`src/rtl/ltpi_phy_rx_framer_if.sv`:
```
// Decoded-symbol input bus and delivered-frame output bus of the LTPI receive framer.
// master: symbol source / frame consumer side; slave: the framer itself.
interface ltpi_phy_rx_framer_if;
    logic         rx_dv;
    logic [7:0]   rx_byte;
    logic         rx_is_k;
    logic         rx_code_err;
    logic         frm_valid;
    logic         frm_crc_err;
    logic [7:0]   frm_comma;
    logic [7:0]   frm_subtype;
    logic [103:0] frm_data;

    modport master (
        output rx_dv, rx_byte, rx_is_k, rx_code_err,
        input  frm_valid, frm_crc_err, frm_comma, frm_subtype, frm_data
    );

    modport slave (
        input  rx_dv, rx_byte, rx_is_k, rx_code_err,
        output frm_valid, frm_crc_err, frm_comma, frm_subtype, frm_data
    );
endinterface

```
`src/rtl/ltpi_phy_rx_framer.sv`:
```
// LTPI PHY receive framer: aligns 16-byte comma-delimited frames, checks CRC-8 (poly 0x07),
// tracks HUNT/ALIGN/LOCKED alignment and delivers good frames while locked.
module ltpi_phy_rx_framer #(
    parameter int unsigned CRC_REFLECTOR = 0,
    parameter int unsigned LOCK_FRAMES   = 3,
    parameter int unsigned UNLOCK_ERRS   = 3
) (
    input  logic                      clk,
    input  logic                      reset,
    ltpi_phy_rx_framer_if.slave       rx_if,
    input  logic                      cnt_clr,
    output logic                      aligned,
    output logic [3:0]                rx_frm_offset,
    output logic [15:0]               crc_err_cnt
);
    typedef enum logic [1:0] {ST_HUNT, ST_ALIGN, ST_LOCKED} state_t;

    function automatic logic [7:0] bit_rev(input logic [7:0] v);
        logic [7:0] r;
        for (int unsigned i = 0; i < 8; i++) r[i] = v[7-i];
        return r;
    endfunction

    function automatic logic [7:0] crc8_next(input logic [7:0] crc, input logic [7:0] data);
        logic [7:0] c;
        c = crc ^ data;
        for (int unsigned i = 0; i < 8; i++) c = c[7] ? ((c << 1) ^ 8'h07) : (c << 1);
        return c;
    endfunction

    state_t         state_q, state_d;
    logic [3:0]     offset_q, offset_d;
    logic [2:0]     good_cnt_q, good_cnt_d;
    logic [2:0]     bad_cnt_q, bad_cnt_d;
    logic [7:0]     crc_q, crc_d;
    logic           frame_bad_q, frame_bad_d;
    logic [7:0]     comma_buf_q, comma_buf_d;
    logic [7:0]     sub_buf_q, sub_buf_d;
    logic [103:0]   data_buf_q, data_buf_d;
    logic           frm_valid_q, frm_valid_d;
    logic           frm_crc_err_q, frm_crc_err_d;
    logic [7:0]     frm_comma_q, frm_comma_d;
    logic [7:0]     frm_subtype_q, frm_subtype_d;
    logic [103:0]   frm_data_q, frm_data_d;
    logic           aligned_q, aligned_d;
    logic [15:0]    crc_err_cnt_q, crc_err_cnt_d;

    logic           is_comma;
    logic [7:0]     crc_in;
    logic [7:0]     crc_fin;
    logic           frame_end;
    logic           frame_good;
    logic           frame_abort;
    logic           frame_lost;
    logic           drop;

    always_ff @(posedge clk or posedge reset) begin
        if (reset) begin
            state_q       <= ST_HUNT;
            offset_q      <= '0;
            good_cnt_q    <= '0;
            bad_cnt_q     <= '0;
            crc_q         <= '0;
            frame_bad_q   <= 1'b0;
            comma_buf_q   <= '0;
            sub_buf_q     <= '0;
            data_buf_q    <= '0;
            frm_valid_q   <= 1'b0;
            frm_crc_err_q <= 1'b0;
            frm_comma_q   <= '0;
            frm_subtype_q <= '0;
            frm_data_q    <= '0;
            aligned_q     <= 1'b0;
            crc_err_cnt_q <= '0;
        end else begin
            state_q       <= state_d;
            offset_q      <= offset_d;
            good_cnt_q    <= good_cnt_d;
            bad_cnt_q     <= bad_cnt_d;
            crc_q         <= crc_d;
            frame_bad_q   <= frame_bad_d;
            comma_buf_q   <= comma_buf_d;
            sub_buf_q     <= sub_buf_d;
            data_buf_q    <= data_buf_d;
            frm_valid_q   <= frm_valid_d;
            frm_crc_err_q <= frm_crc_err_d;
            frm_comma_q   <= frm_comma_d;
            frm_subtype_q <= frm_subtype_d;
            frm_data_q    <= frm_data_d;
            aligned_q     <= aligned_d;
            crc_err_cnt_q <= crc_err_cnt_d;
        end
    end

    always_comb begin
        state_d       = state_q;
        offset_d      = offset_q;
        good_cnt_d    = good_cnt_q;
        bad_cnt_d     = bad_cnt_q;
        crc_d         = crc_q;
        frame_bad_d   = frame_bad_q;
        comma_buf_d   = comma_buf_q;
        sub_buf_d     = sub_buf_q;
        data_buf_d    = data_buf_q;
        frm_valid_d   = 1'b0;
        frm_crc_err_d = 1'b0;
        frm_comma_d   = frm_comma_q;
        frm_subtype_d = frm_subtype_q;
        frm_data_d    = frm_data_q;
        crc_err_cnt_d = crc_err_cnt_q;
        frame_end     = 1'b0;
        frame_good    = 1'b0;
        frame_abort   = 1'b0;
        frame_lost    = 1'b0;
        drop          = 1'b0;

        is_comma = rx_if.rx_is_k && (rx_if.rx_byte == 8'hBC || rx_if.rx_byte == 8'hDC);
        crc_in   = (CRC_REFLECTOR != 0) ? bit_rev(rx_if.rx_byte) : rx_if.rx_byte;
        crc_fin  = (CRC_REFLECTOR != 0) ? bit_rev(crc_q) : crc_q;

        if (rx_if.rx_dv) begin
            if (is_comma) begin
                // Every comma starts a new frame; one arriving mid-frame also aborts the old one
                offset_d    = 4'd1;
                crc_d       = '0;
                frame_bad_d = rx_if.rx_code_err;
                comma_buf_d = rx_if.rx_byte;
                if (state_q == ST_HUNT) begin
                    state_d    = ST_ALIGN;
                    good_cnt_d = '0;
                    bad_cnt_d  = '0;
                end else if (offset_q != 4'd0) begin
                    frame_abort = 1'b1;
                end
            end else if (state_q != ST_HUNT) begin
                if (offset_q == 4'd0) begin
                    frame_lost = 1'b1;
                end else begin
                    offset_d    = offset_q + 4'd1;
                    frame_bad_d = frame_bad_q | rx_if.rx_code_err | rx_if.rx_is_k;
                    if (offset_q == 4'd1) sub_buf_d = rx_if.rx_byte;
                    for (int unsigned i = 0; i < 13; i++) begin
                        if (offset_q == 4'(i + 2)) data_buf_d[8*i +: 8] = rx_if.rx_byte;
                    end
                    if (offset_q == 4'd15) begin
                        frame_end  = 1'b1;
                        frame_good = !frame_bad_d && (crc_fin == rx_if.rx_byte);
                    end else begin
                        crc_d = crc8_next(crc_q, crc_in);
                    end
                end
            end
        end

        if (frame_end && frame_good) begin
            if (state_q == ST_LOCKED || (good_cnt_q + 3'd1) == 3'(LOCK_FRAMES)) begin
                state_d       = ST_LOCKED;
                bad_cnt_d     = '0;
                frm_valid_d   = 1'b1;
                frm_comma_d   = comma_buf_q;
                frm_subtype_d = sub_buf_q;
                frm_data_d    = data_buf_d;
            end else begin
                good_cnt_d = good_cnt_q + 3'd1;
            end
        end else if (frame_end || frame_abort || frame_lost) begin
            if (state_q == ST_LOCKED) begin
                frm_crc_err_d = 1'b1;
                if (frame_lost || (bad_cnt_q + 3'd1) == 3'(UNLOCK_ERRS)) drop = 1'b1;
                else bad_cnt_d = bad_cnt_q + 3'd1;
            end else begin
                drop = 1'b1;
            end
        end

        if (drop) begin
            good_cnt_d = '0;
            bad_cnt_d  = '0;
            // An aborting comma has already opened the next frame, so HUNT is passed straight through
            if (frame_abort) begin
                state_d = ST_ALIGN;
            end else begin
                state_d  = ST_HUNT;
                offset_d = '0;
            end
        end

        if (cnt_clr) crc_err_cnt_d = '0;
        else if (frm_crc_err_d && crc_err_cnt_q != 16'hFFFF) crc_err_cnt_d = crc_err_cnt_q + 16'd1;

        aligned_d = (state_d == ST_LOCKED);
    end

    assign rx_if.frm_valid   = frm_valid_q;
    assign rx_if.frm_crc_err = frm_crc_err_q;
    assign rx_if.frm_comma   = frm_comma_q;
    assign rx_if.frm_subtype = frm_subtype_q;
    assign rx_if.frm_data    = frm_data_q;
    assign aligned           = aligned_q;
    assign rx_frm_offset     = offset_q;
    assign crc_err_cnt       = crc_err_cnt_q;
endmodule

```
`src/flat_wrapper.sv`:
```
// flat-port wrapper written by rule: the top's interface ports become plain ports
module ltpi_phy_rx_framer_flat 
#(
    parameter int unsigned CRC_REFLECTOR = 0,
    parameter int unsigned LOCK_FRAMES   = 3,
    parameter int unsigned UNLOCK_ERRS   = 3
)
  (clk, reset, cnt_clr, aligned, rx_frm_offset, crc_err_cnt, rx_if_rx_dv, rx_if_rx_byte, rx_if_rx_is_k, rx_if_rx_code_err, rx_if_frm_valid, rx_if_frm_crc_err, rx_if_frm_comma, rx_if_frm_subtype, rx_if_frm_data);
  ltpi_phy_rx_framer_if rx_if_i ();
  input  logic clk;
  input  logic reset;
  input  logic cnt_clr;
  output logic aligned;
  output logic [3:0] rx_frm_offset;
  output logic [15:0] crc_err_cnt;
  input wire logic [$bits(rx_if_i.rx_dv)-1:0] rx_if_rx_dv;
  input wire logic [$bits(rx_if_i.rx_byte)-1:0] rx_if_rx_byte;
  input wire logic [$bits(rx_if_i.rx_is_k)-1:0] rx_if_rx_is_k;
  input wire logic [$bits(rx_if_i.rx_code_err)-1:0] rx_if_rx_code_err;
  output wire logic [$bits(rx_if_i.frm_valid)-1:0] rx_if_frm_valid;
  output wire logic [$bits(rx_if_i.frm_crc_err)-1:0] rx_if_frm_crc_err;
  output wire logic [$bits(rx_if_i.frm_comma)-1:0] rx_if_frm_comma;
  output wire logic [$bits(rx_if_i.frm_subtype)-1:0] rx_if_frm_subtype;
  output wire logic [$bits(rx_if_i.frm_data)-1:0] rx_if_frm_data;
  assign rx_if_i.rx_dv = rx_if_rx_dv;
  assign rx_if_i.rx_byte = rx_if_rx_byte;
  assign rx_if_i.rx_is_k = rx_if_rx_is_k;
  assign rx_if_i.rx_code_err = rx_if_rx_code_err;
  assign rx_if_frm_valid = rx_if_i.frm_valid;
  assign rx_if_frm_crc_err = rx_if_i.frm_crc_err;
  assign rx_if_frm_comma = rx_if_i.frm_comma;
  assign rx_if_frm_subtype = rx_if_i.frm_subtype;
  assign rx_if_frm_data = rx_if_i.frm_data;
  ltpi_phy_rx_framer #(.CRC_REFLECTOR(CRC_REFLECTOR), .LOCK_FRAMES(LOCK_FRAMES), .UNLOCK_ERRS(UNLOCK_ERRS)) u_core (.clk(clk), .reset(reset), .rx_if(rx_if_i), .cnt_clr(cnt_clr), .aligned(aligned), .rx_frm_offset(rx_frm_offset), .crc_err_cnt(crc_err_cnt));
endmodule
```
`config.mk`:
```
export PLATFORM = sky130hd
export DESIGN_NAME = ltpi_phy_rx_framer_flat
export DESIGN_NICKNAME = d
export VERILOG_FILES = /design/src/rtl/ltpi_phy_rx_framer_if.sv /design/src/rtl/ltpi_phy_rx_framer.sv /design/src/flat_wrapper.sv
export SDC_FILE = /design/constraint.sdc
export NUM_CORES = 1
export LEC_CHECK = 0
export CAP_MARGIN = 20
export CELL_PAD_IN_SITES_DETAIL_PLACEMENT = 2
export CELL_PAD_IN_SITES_GLOBAL_PLACEMENT = 2
export CORE_ASPECT_RATIO = 0.7
export CORE_MARGIN = 5
export CORE_UTILIZATION = 33
export CTS_BUF_LIST = sky130_fd_sc_hd__clkbuf_8
export DETAILED_ROUTE_END_ITERATION = 16
export PLACE_DENSITY = 0.76
export SLEW_MARGIN = 15
export SYNTH_ARGS = -nofsm -noshare
export SYNTH_HDL_FRONTEND = slang
export SYNTH_SLANG_ARGS = --single-unit
export TNS_END_PERCENT = 50
```
`constraint.sdc`:
```
create_clock -name clk -period 9.5 [get_ports clk]
set_clock_uncertainty 0.15 [all_clocks]
set_input_delay 2.375 -clock clk [delete_from_list [all_inputs] [get_ports clk]]
set_output_delay 2.375 -clock clk [all_outputs]
set_load 0.02 [all_outputs]
```
Word level (Yosys, flattened, before mapping)
Index checks and enable logic that the tools add are counted.
{"block": "op_classes", "n_addsub": 4, "n_eq_ne": 25, "n_mux": 89, "n_bitwise": 13, "reduce_logical": 21}
{"cell": "two-way mux 104 bit", "count": 4}
{"cell": "two-way mux 8 bit", "count": 17}
{"cell": "two-way mux 3 bit", "count": 23}
{"cell": "== test 4 bit (second input constant)", "count": 8}
{"cell": "two-way mux 16 bit", "count": 2}
{"cell": "two-way mux 1 bit", "count": 31}
{"cell": "two-way mux 4 bit", "count": 6}
{"cell": "inverter 3 bit", "count": 8}
{"cell": "adder 16 x 1 -> 16 bit (second input constant)", "count": 1}
{"cell": "== test 4 x 3 -> 1 bit (second input constant)", "count": 4}
{"cell": "== test 8 bit (second input constant)", "count": 2}
{"cell": "inequality test 16 bit (second input constant)", "count": 1}
{"cell": "two-way mux 2 bit", "count": 6}
{"cell": "== test 4 x 2 -> 1 bit (second input constant)", "count": 2}
{"cell": "== test 8 bit", "count": 1}
{"cell": "XOR 8 bit", "count": 1}
{"cell": "adder 3 x 1 -> 3 bit (second input constant)", "count": 2}
{"cell": "== test 3 x 2 -> 1 bit (second input constant)", "count": 2}
{"cell": "nonzero test 2 bit", "count": 3}
{"cell": "logical OR 1 bit", "count": 5}
{"cell": "AND reduction 5 bit", "count": 1}
{"cell": "adder 4 x 1 -> 4 bit (second input constant)", "count": 1}
{"cell": "== test 2 bit (second input constant)", "count": 2}
{"cell": "== test 4 x 1 -> 1 bit (second input constant)", "count": 1}
{"cell": "11 further kinds", "count": 18}
{"block": "totals", "regBits": 280, "inputBits": 14, "out_inout_bits": 143, "wordCells": 168}

Longest topological paths before layout
Gate-level depths: netlist of the first run.
{"block": "depth", "ltp_word": 21, "mapped_depth": 12, "ltp_nobuf": 7}

Worst setup path after synthesis of the first run
No wires, ideal clock.
{"block": "synth_path", "path_type": "input -> register", "startpoint": "in rx_if_rx_byte[7]", "endpoint": "reg u_core.frm_data_q[80], in the netlist u_core.rx_if.frm_data[80]", "setup_ns": 0.125, "arrival_time_ns": 4.373, "t_required_ns": 9.225, "setup_slack_ns": 4.852, "path_stages": 9, "cell_sequence": "xnor2_1 > ha_1 > nor4b_2 > nand3_1 > or4_1 > buf_2 > buf_6 > buf_6 > mux2_4"}
{"block": "synth_via", "elab_chain_len": 9, "elab_cells_between_ends": 17, "classes_between": "eq/ne (3); mux (9); reduce/logical (5)"}
{"item": "start, declared", "line_no": "flat_wrapper.sv:17", "rtl": "input wire logic [$bits(rx_if_i.rx_byte)-1:0] rx_if_rx_byte;"}
{"item": "== test 8 bit", "line_no": "ltpi_phy_rx_framer.sv:147", "rtl": "frame_good = !frame_bad_d && (crc_fin == rx_if.rx_byte);"}
{"item": "logical AND 1 bit", "line_no": "ltpi_phy_rx_framer.sv:147"}
{"item": "two-way mux 1 bit", "line_no": "ltpi_phy_rx_framer.sv:145", "rtl": "if (offset_q == 4'd15) begin"}
{"item": "two-way mux 1 bit", "line_no": "ltpi_phy_rx_framer.sv:136", "rtl": "if (offset_q == 4'd0) begin"}
{"item": "two-way mux 1 bit", "line_no": "ltpi_phy_rx_framer.sv:135", "rtl": "end else if (state_q != ST_HUNT) begin"}
{"item": "two-way mux 1 bit", "line_no": "ltpi_phy_rx_framer.sv:122", "rtl": "if (is_comma) begin"}
{"item": "two-way mux 1 bit", "line_no": "ltpi_phy_rx_framer.sv:121", "rtl": "if (rx_if.rx_dv) begin"}
{"item": "logical AND 1 bit", "line_no": "ltpi_phy_rx_framer.sv:155", "rtl": "if (frame_end && frame_good) begin"}
{"item": "AND reduction 2 bit (no source line)"}
{"item": "end signal, assigned", "line_no": "ltpi_phy_rx_framer.sv:89", "rtl": "frm_data_q <= frm_data_d;"}
{"item": "end, declared", "line_no": "ltpi_phy_rx_framer.sv:44", "rtl": "logic [103:0] frm_data_q, frm_data_d;"}
Several ways; a longest one is shown, not always the timed one.
A chain may end at the register's enable or synchronous reset.

Final worst setup path of the first run
{"block": "layout_path", "startpoint": "in rx_if_rx_byte[7]", "endpoint": "reg u_core.frm_data_q[67], in the netlist u_core.rx_if.frm_data[67]"}
Same word-level chain as after synthesis.

==> results of run 1 <==
==> worst reg2reg max path, cell delays in order, from the launching register on <==
cell,delay [ns]
dfrtp_1,0.41
xnor2_1,0.31
ha_1,0.22
nor4b_2,0.25
nand3_1,0.18
or4_4,0.85
buf_4,0.54
nand2_1,0.27
o21ai_0,0.13
==> Yosys cell counts (all sizes together), types with 2 or more instances <==
cell	number	area [um2]
xor2	7	68.82
nor2b	13	81.33
nor2	29	108.9
inv	19	71.32
nor3	6	30.03
ha	12	150.1
and2	3	18.77
nor4	12	75.07
xnor3	2	45.04
a31oi	2	27.53
mux2	62	788.3
a22o	2	17.52
nand4b	11	96.34
and3	6	37.54
nand4	15	112.6
clkbuf	45	170.2
nand3	21	110.1
xnor2	15	138.9
o31ai	4	30.03
mux2i	3	30.03
nand2b	10	62.56
a21oi	15	75.07
nand2	235	882.1
buf	21	138.9
dfrtp	280	7007
o21ai	182	914.6
o211ai	3	22.52
or4	8	60.06
==> layer usage <==
layer / up-vias / wire, um / track usage, %
met5: - / 0 / 0
met4: 0 / 356 / 3.568
met3: 24 / 1557 / 3.555
met2: 161 / 16390 / 28.94
met1: 4391 / 16340 / 25.14
li1: 3902 / - / -
==> kinds of logic (layout without fill, tap and decap cells) <==
family / after synthesis / count (layout) / share of synthesized area (%)
AO/OA/AOI/OAI: 216 / 216 / 10.07
XOR/XNOR: 24 / 24 / 2.197
adder cells (fa/ha/maj): 12 / 12 / 1.305
buffers and inverters: 85 / 264 / 3.306
flip-flops: 280 / 280 / 60.90
multiplexers: 65 / 65 / 7.113
AND/OR/NAND/NOR: 376 / 376 / 15.11
==> stage by stage <==
stage / cell area, um2 / util [%] / total power, mW
after floorplan: 11510 / - / 1.652
after detailed placement: 13420 / 38.81 / 1.786
after global routing: 14360 / 41.53 / 2.983
final: 14360 / 41.53 / 2.829
after global placement: 13420 / 38.81 / 1.758
after CTS: 14340 / 41.46 / 2.872
==> flip-flops by register name, summed over array words and instances, names as in the netlist <==
name,count
u_core.data_buf_q,104
u_core.rx_if.frm_data,104
u_core.crc_err_cnt,16
u_core.comma_buf_q,8
u_core.crc_fin,8
u_core.rx_if.frm_comma,8
u_core.rx_if.frm_subtype,8
u_core.sub_buf_q,8
u_core.rx_frm_offset,4
u_core.bad_cnt_q,3
u_core.good_cnt_q,3
u_core.state_q,2
u_core.aligned,1
u_core.frame_bad_q,1
u_core.rx_if.frm_crc_err,1
u_core.rx_if.frm_valid,1
==> power by group through the flow <==
stage	clock network (mW)	registers (mW)	logic, mW
after floorplan	0	1.35	0.303
after global placement	0	1.37	0.389
after detailed placement	0	1.38	0.411
after CTS	1.10	1.35	0.414
after global routing	1.16	1.36	0.455
final	1.07	1.35	0.408
==> area by class of cell <==
type                       count  share of cell area [%]
clock inverter                27                   1.220
inverter                      19                  0.5226
multi-input combinational    693                   28.76
sequential                   280                   48.78
tap                          472                   4.111
clock buffer                  54                   5.174
timing repair buffer         164                   11.43
==> worst max-delay path by stage <==
stage                           startpoint                                    end  depth (start not counted)
after floorplan                      reset               u_core.aligned$_DFF_PP0_                          1
after global placement    rx_if_rx_byte[7]  u_core.rx_if.frm_data[98]$_DFFE_PP0P_                          8
after detailed placement  rx_if_rx_byte[7]  u_core.rx_if.frm_data[56]$_DFFE_PP0P_                          9
after CTS                 rx_if_rx_byte[7]  u_core.rx_if.frm_data[56]$_DFFE_PP0P_                          9
after global routing      rx_if_rx_byte[7]  u_core.rx_if.frm_data[67]$_DFFE_PP0P_                          9
final                     rx_if_rx_byte[7]  u_core.rx_if.frm_data[67]$_DFFE_PP0P_                          9
==> out/results.ini, run 1 <==
[critical_path]
slowest_stage=or4_4
end_kind=flop
crit_required_ns=9.76
crit_chain=clkdlybuf4s50_1 > xnor2_1 > ha_1 > nor4b_2 > nand3_1 > or4_4 > buf_4 > nand2_1 > o21ai_0
r2r_start=u_core.crc_fin[7]$_DFFE_PP0P_
reg2reg_depth=8
start_kind=input pin
path_class=input pin to flop
path_buf_inv=2
path_max_fanout=97
r2r-end=u_core.rx_if.frm_data[67]$_DFFE_PP0P_
cp_top_family=simple AND/OR/NAND/NOR gates
cp_data_arrival_time_ns=5.75
cp_slowest_stage_delay_ns=0.85
r2r_slack_ns=6.04

[final_layout]
drive_gt1_share_pct=12.05
multiInputGateArea_um2=4131
fin_nets=1230
areaGrowthSynthToFinish_pct=24.85
final_common_cell=dfrtp_1
final_cells=1709
nFillCells=3621
final_cell_mix=dfrtp_1, nand2_1, clkdlybuf4s50_1
n_antenna_cell=0
register_area_um2=7007

[place]
gp_congestion=0.7744
hpwlAfterDp_mm=23.02
port_buffers=156
pre_cts_slack_ns=3.468
dp_cells=1626

[sta]
clock.fmax_mhz=182.1
setup_violations=0
setup_tns_ns=0
fin_crit_ns=5.490
drv_slew=0
whs_ns=0.3184
hold_viol=0
fin_crit_sh_pct=57.79
worst-slew-pin-transition_ns=0.9935
rsz0062_at_grt=no
setup_slack_ns=4.010
slew_headroom_pct=32.46

[die]
dieArea_um2=38760
start_util_pct=33.26
core-area_um2=34590
io_pins=157
num_rows=57
die_w_um=233.2
die_h_um=166.2

[grt]
overflow=0
grt_pass1_vias=9509
grt_pass1_wl_mm=55.30
grt_max_degree=170
grt_usage_pct=17.86
grt_antenna_before_repair=1

[clocking]
cts_made_buffers=46
post_cts_resized=0
clock-sinks=280
root_buffer=clkbuf_8
clockBufferDepth=3
clk_pin_slew_ns=0.06
cts_tree=built
insertion_delay_ns=0.57
htree_levels=2
cts_hold_repair.buffers=0
postCtsSetupRepairBufs=0

[detailed_routing]
first_pass_iters=4
wl_per_cell_um=20.27
vias=8478
drtAntennaViolNets=0
drt-initial-drc-count=412
routed_wl_mm=34.64
vias_per_cell=4.961
drc=0

[run_status]
outcome=finished, final reports clean

[synth]
syn_avg_cell_area_um2=10.87
synth_fp_nets=1084
synth_cell_types=54
yosys_most_used_dff=dfrtp_1
synth_seq_cells=280
syn-cell-area_um2=11500
async_reset_ff_share_pct=100.0
ys_warn_count=0
synth-edff-count=0
synth-seq-area-share_pct=60.90
synthCells=1058

[worst_hold_path]
hp-start=u_core.comma_buf_q[7]$_DFFE_PP0P_
hold_depth=1
hp-class=flop to flop
worstHoldEndpoint=u_core.comma_buf_q[7]$_DFFE_PP0P_

[power]
swShare_pct=28.79
p_per_area_nw_per_um2=196.9
peakVddDrop_v=0.00007703
p_clk_share_pct=37.7
p_comb_share_pct=14.4
power.leakage_nw=6.553
intPower_mw=2.015
power.switching_uw=814.3
seq_power_share_pct=47.9

[job]
cap_viol_max_count=0

Power figures use the tool's default switching activity.
==> run 2: changes to the inputs <==
--- a/config.mk
+++ b/config.mk
@@ -10,10 +10,10 @@
 export CELL_PAD_IN_SITES_GLOBAL_PLACEMENT = 2
 export CORE_ASPECT_RATIO = 0.7
 export CORE_MARGIN = 5
-export CORE_UTILIZATION = 33
+export CORE_UTILIZATION = 37
 export CTS_BUF_LIST = sky130_fd_sc_hd__clkbuf_8
 export DETAILED_ROUTE_END_ITERATION = 16
-export PLACE_DENSITY = 0.76
+export PLACE_DENSITY = 0.81
 export SLEW_MARGIN = 15
 export SYNTH_ARGS = -nofsm -noshare
 export SYNTH_HDL_FRONTEND = slang
==> constraint.sdc (replaced) <==
create_clock -name clk -period 5.4 [get_ports clk]
set_clock_uncertainty 0.15 [all_clocks]
set_input_delay 1.35 -clock clk [delete_from_list [all_inputs] [get_ports clk]]
set_output_delay 1.35 -clock clk [all_outputs]
set_load 0.02 [all_outputs]
==> run 2 against run 1 <==
Effect of this change: routed wire length rose by 6.1%; critical endpoint is now u_core.rx_if.frm_data[85]$_DFFE_PP0P_; via count rose by 1.9%; design area is 0.96% higher; non-clock buffer count up 9; largest cell class unchanged; register-to-register slack got worse by 3.8 ns; highest routed layer unchanged.
==> out/results.ini, run 2 (synthesis gave the netlist of run 1 again) <==
[run_status]
outcome=finished, final reports clean

[power]
intPower_mw=3.716  ; +84%
swShare_pct=28.94  ; +0.15 points
power.leakage_nw=6.646  ; +1.4%
p_comb_share_pct=14.3  ; about the same
p_total_mw=5.229  ; +85%
seq_power_share_pct=45.6  ; -2.3 points
power.switching_mw=1.513  ; +86%
peakVddDrop_v=0.0001379  ; +79%
p_clk_share_pct=40.1  ; +2.4 points
p_per_area_nw_per_um2=360.6  ; +83%

[clocking]
htree_levels=2  ; unchanged
cts_made_buffers=46  ; unchanged
post_cts_resized=0  ; unchanged
clockBufferDepth=3  ; unchanged
clk_pin_slew_ns=0.06  ; about the same
root_buffer=clkbuf_8
cts_tree=built
insertion_delay_ns=0.57  ; about the same
cts_hold_repair.buffers=0  ; unchanged
clock-sinks=280  ; unchanged
postCtsSetupRepairBufs=0  ; unchanged

[sta]
fin_crit_sh_pct=77.43
worst-slew-pin-transition_ns=1.081  ; +0.08791 ns
hold_viol=0  ; unchanged
setup_slack_ns=1.219  ; -2.791 ns
fin_crit_ns=4.181
rsz0062_at_grt=no
setup_violations=0  ; unchanged
drv_slew=0  ; unchanged
setup_tns_ns=0  ; unchanged
clock.fmax_mhz=239.2
slew_headroom_pct=27.91  ; -4.6 points

[grt]
globalRouteMet1Util_pct=28.23  ; +3.1 points
overflow=0  ; unchanged
grt_usage_pct=21.26  ; +3.4 points
grt.busiest_layer=met2
grt_pass1_vias=9791  ; +3.0%
grt_pass1_wl_mm=57.73  ; +4.4%
grt_antenna_before_repair=1  ; unchanged
met2_usage_pct=36.59  ; +7.7 points
grt_max_degree=122  ; -28%
grt_util_met3_pct=3.980  ; +0.43 points

[final_layout]
final_cell_mix=dfrtp_1, nand2_1, clkdlybuf4s50_1
multiInputGateArea_um2=4128  ; about the same
n_antenna_cell=0  ; unchanged
areaGrowthSynthToFinish_pct=26.05
final_common_cell=dfrtp_1
drive_gt1_share_pct=13.75  ; +1.7 points
nFillCells=3189  ; -12%
finish.instance_area_um2=14500  ; +0.96%
register_area_um2=7007  ; unchanged
utilization_pct=46.86  ; +5.3 points
fin_nets=1239  ; +0.73%

[critical_path]
path_max_fanout=86  ; -11%
crit_chain=clkdlybuf4s50_1 > buf_4 > xnor2_1 > ha_1 > nor4b_2 > nand3_1 > or4_4 > buf_4 > mux2_4
start_kind=input pin
slowest_stage=or4_4
cp_slowest_stage_delay_ns=0.57  ; -0.28 ns
cp_data_arrival_time_ns=4.49  ; -1.26 ns
crit_required_ns=5.71  ; -4.05 ns
worst_path_most_repeated_cell=buf_4
end_kind=flop
path_class=input pin to flop

[die]
die_w_um=220.8  ; -5.3%
io_pins=157  ; unchanged
start_util_pct=37.18  ; +3.9 points
num_rows=54  ; -5.3%
die_h_um=157.5  ; -5.2%
dieArea_um2=34780  ; -10%
core-area_um2=30940  ; -11%

[detailed_routing]
drc=0  ; unchanged
drtAntennaViolNets=0  ; unchanged
first_pass_iters=4  ; unchanged
routed_wl_mm=36.77  ; +6.1%
drt-initial-drc-count=414  ; +0.49%
vias_per_cell=5.168  ; +4.2%
wl_per_cell_um=22.00  ; +8.6%
vias=8636  ; +1.9%

[place]
placed_area_um2=13440  ; +0.14%
hpwlAfterDp_mm=23.85  ; +3.6%
pre_cts_slack_ns=0.6900  ; -2.778 ns
port_buffers=156  ; unchanged
gp_congestion=0.7676  ; -0.88%

[job]
cap_viol_max_count=0  ; unchanged

[worst_hold_path]
hp-class=flop to flop

## run 2: cell types whose count changed in the layout (fill, tap and decap cells not counted), moves of 2 or more
cell | before | now
clkinv_2 | 4 | 11
inv_1 | 35 | 25
buf_4 | 6 | 13
buf_6 | 0 | 2
clkbuf_8 | 54 | 61
## run 2: layer usage
| metal | part of all wire [%] | up-vias | wire (um) |
|---|---|---|---|
| met4 | 1.6 | 0 | 578 |
| met1 | 45 | 4514 | 16490 |
| li1 | - | 3912 | - |
| met2 | 50 | 155 | 18260 |
| met5 | 0 | - | 0 |
| met3 | 3.9 | 55 | 1439 |
## run 2: worst max-delay path, delay by kind of cell
family / cells / cell delay, ns
buffers and inverters: 3 / 1.02
AND/OR/NAND/NOR: 3 / 0.97
multiplexers: 1 / 0.46
XOR/XNOR: 1 / 0.35
adder cells (fa/ha/maj): 1 / 0.24
## run 2: final timing paths
| path | startpoint | end | slack [ns] | cells after the start |
|---|---|---|---|---|
| max | rx_if_rx_byte[7] | u_core.rx_if.frm_data[85]$_DFFE_PP0P_ | 1.22 | 9 |
| min | u_core.comma_buf_q[3]$_DFFE_PP0P_ | u_core.comma_buf_q[3]$_DFFE_PP0P_ | 0.31 | 1 |
| min in group asynchronous | reset | u_core.data_buf_q[40]$_DFF_PP0_ | 1.10 | 2 |
| min reg2reg | u_core.comma_buf_q[3]$_DFFE_PP0P_ | u_core.comma_buf_q[3]$_DFFE_PP0P_ | 0.31 | 1 |
| max reg2reg | u_core.crc_fin[7]$_DFFE_PP0P_ | u_core.rx_if.frm_data[85]$_DFFE_PP0P_ | 2.23 | 7 |
| max in group asynchronous | reset | u_core.rx_if.frm_comma[5]$_DFFE_PP0P_ | 2.89 | 3 |
## run 2: metrics by stage
| step | std cells | hold WS (ns) |
|---|---|---|
| final | 1671 | 0.3136 |
| after global routing | 1671 | 0.3402 |
| after CTS | 1670 | 0.3207 |
| after detailed placement | 1584 | 0.3022 |
| after global placement | 1584 | 0.2990 |
| after floorplan | 1058 | 0.2846 |
## run 2: final cells by class
cell class	instances	share of cell area (%)
Clock buffer	61	5.789
Clock inverter	25	1.415
Inverter	19	0.5177
Multi-Input combinational cell	693	28.46
Sequential cell	280	48.32
Tap cell	420	3.624
Timing Repair Buffer	173	11.87
## run 2: power groups by stage
| stage | logic, mW | registers [mW] | clock network [mW] |
|---|---|---|---|
| after detailed placement | 0.745 | 2.42 | 0 |
| after global placement | 0.696 | 2.40 | 0 |
| after CTS | 0.757 | 2.38 | 2.16 |
| final | 0.749 | 2.38 | 2.10 |
| after floorplan | 0.533 | 2.37 | 0 |
| after global routing | 0.831 | 2.40 | 2.26 |
==> run 3: changes to the inputs <==
--- a/config.mk
+++ b/config.mk
@@ -10,10 +10,10 @@
 export CELL_PAD_IN_SITES_GLOBAL_PLACEMENT = 2
 export CORE_ASPECT_RATIO = 0.7
 export CORE_MARGIN = 5
-export CORE_UTILIZATION = 37
+export CORE_UTILIZATION = 33
 export CTS_BUF_LIST = sky130_fd_sc_hd__clkbuf_8
 export DETAILED_ROUTE_END_ITERATION = 16
-export PLACE_DENSITY = 0.81
+export PLACE_DENSITY = 0.76
 export SLEW_MARGIN = 15
 export SYNTH_ARGS = -nofsm -noshare
 export SYNTH_HDL_FRONTEND = slang
==> constraint.sdc (replaced) <==
create_clock -name clk -period 3.8 [get_ports clk]
set_clock_uncertainty 0.15 [all_clocks]
set_input_delay 0.95 -clock clk [delete_from_list [all_inputs] [get_ports clk]]
set_output_delay 0.95 -clock clk [all_outputs]
set_load 0.02 [all_outputs]
==> run 3 against run 2 <==
Effect of this change: total power rose by 39%; hold slack gained 0.0052 ns; highest routed layer unchanged; clock power rose by 31%.
==> out/results.ini, run 3 (synthesis gave the netlist of run 1 again) <==
[clocking]
clk_pin_slew_ns=0.06  ; about the same
clockBufferDepth=3  ; unchanged
cts_made_buffers=47  ; +2.2%
insertion_delay_ns=0.57  ; about the same
cts_tree=built
clock-sinks=280  ; unchanged
postCtsSetupRepairBufs=0  ; unchanged
post_cts_resized=0  ; unchanged
cts_hold_repair.buffers=0  ; unchanged
htree_levels=2  ; unchanged
root_buffer=clkbuf_8

[sta]
slew_headroom_pct=36.11  ; +8.2 points
setup_violations=0  ; unchanged
whs_ns=0.3188  ; +0.005248 ns
clock.fmax_mhz=307.8
drv_slew=0  ; unchanged
rsz0062_at_grt=no
hold_viol=0  ; unchanged
setup_tns_ns=0  ; unchanged
fin_crit_sh_pct=85.49
fin_crit_ns=3.249
worst-slew-pin-transition_ns=0.9548  ; -0.1266 ns

[die]
dieArea_um2=38760  ; +11%
num_rows=57  ; +5.6%
io_pins=157  ; unchanged
core-area_um2=34590  ; +12%
die_h_um=166.2  ; +5.5%
die_w_um=233.2  ; +5.6%
start_util_pct=33.26  ; -3.9 points

[detailed_routing]
vias=8609  ; -0.31%
drc=0  ; unchanged
drtAntennaViolNets=0  ; unchanged
first_pass_iters=4  ; unchanged
wl_per_cell_um=20.08  ; -8.7%
routed_wl_mm=35.22  ; -4.2%
vias_per_cell=4.908  ; -5.0%
drt-initial-drc-count=391  ; -5.6%

[power]
p_per_area_nw_per_um2=490.0  ; +36%
seq_power_share_pct=46.7  ; +1.1 points
p_clk_share_pct=38.0  ; -2.1 points
swShare_pct=28.79  ; -0.14 points
p_comb_share_pct=15.3  ; +1.0 points
power.leakage_nw=6.818  ; +2.6%
power.switching_mw=2.092  ; +38%
p_total_mw=7.266  ; +39%
intPower_mw=5.174  ; +39%
peakVddDrop_v=0.0002289  ; +66%

[final_layout]
areaGrowthSynthToFinish_pct=28.89
final_common_cell=dfrtp_1
fin_nets=1276  ; +3.0%
final_cell_mix=dfrtp_1, nand2_1, clkdlybuf4s50_1
drive_gt1_share_pct=15.60  ; +1.9 points
n_antenna_cell=0  ; unchanged

[place]
gp_congestion=0.7713  ; +0.48%
hpwlAfterDp_mm=24.20  ; +1.5%
port_buffers=156  ; unchanged

[critical_path]
reg2reg_depth=8  ; +1
path_max_fanout=36  ; -58%
end_kind=flop
cp_data_arrival_time_ns=3.56  ; -0.93 ns
r2r_slack_ns=0.93  ; -1.30 ns
start_kind=input pin
crit_required_ns=4.11  ; -1.60 ns
path_class=input pin to flop

[job]
cap_viol_max_count=0  ; unchanged

[grt]
globalRouteMet1Util_pct=25.95  ; -2.3 points
grt_pass1_vias=9566  ; -2.3%
overflow=0  ; unchanged
grt_max_degree=70  ; -43%
grt_usage_pct=18.19  ; -3.1 points
grt_pass1_wl_mm=56.27  ; -2.5%
grt.busiest_layer=met2
grt_antenna_before_repair=1  ; unchanged
met2_usage_pct=29.15  ; -7.4 points
grt_util_met3_pct=3.538  ; -0.44 points

[run_status]
outcome=finished, final reports clean

[worst_hold_path]
hp-class=flop to flop
hold_depth=1  ; unchanged

[run 3: path summary, 6_finish.rpt]
path / startpoint / to
min reg2reg: u_core.comma_buf_q[7]$_DFFE_PP0P_ / u_core.comma_buf_q[7]$_DFFE_PP0P_
min: u_core.comma_buf_q[7]$_DFFE_PP0P_ / u_core.comma_buf_q[7]$_DFFE_PP0P_
min in group asynchronous: reset / u_core.data_buf_q[36]$_DFF_PP0_
max reg2reg: u_core.rx_frm_offset[0]$_DFF_PP0_ / u_core.crc_err_cnt[4]$_DFFE_PP0P_
max: rx_if_rx_byte[7] / u_core.rx_if.frm_data[75]$_DFFE_PP0P_
max in group asynchronous: reset / u_core.rx_if.frm_data[78]$_DFFE_PP0P_
[run 3: stage by stage]
stage,instances,utilization [%],setup slack (ns),cell area [um2]
6_report,1754,42.87,0.5515,14830
3_3_place_gp,1673,40.07,0.1618,13860
5_1_grt,1754,42.87,0.3886,14830
4_1_cts,1754,42.87,0.5249,14830
3_5_place_dp,1673,40.07,-0.06682,13860
2_1_floorplan,1058,-,-1.007,11510
[run 3: area by class of cell]
cell class,instances,area [um2]
Timing Repair Buffer,209,2059
Inverter,19,75.07
Multi-Input combinational cell,693,4128
Fill cell,3620,19760
Clock inverter,16,73.82
Sequential cell,280,7007
Tap cell,472,590.6
Clock buffer,65,894.6
[run 3: per-layer routing]
metal	vias up	wire (um)	share of wire, %
li1	3986	-	-
met1	4429	16700	47
met2	144	16580	47
met3	50	1454	4.1
met4	0	478	1.4
met5	-	0	0
[run 3: critical path, stage by stage]
cell and delay (ns):
clkdlybuf4s50_1 0.47, xnor2_1 0.26, ha_1 0.21, nor4b_2 0.23
nand3_1 0.16, or4_4 0.61, buf_12 0.20, buf_12 0.19
o21ai_0 0.23
[run 3: power groups by stage]
stage | registers (mW) | clock network (mW) | logic [mW]
after floorplan | 3.37 | 0 | 0.758
after global placement | 3.42 | 0 | 1.06
after detailed placement | 3.44 | 0 | 1.12
after CTS | 3.39 | 2.87 | 1.13
after global routing | 3.42 | 3.01 | 1.24
final | 3.39 | 2.76 | 1.11
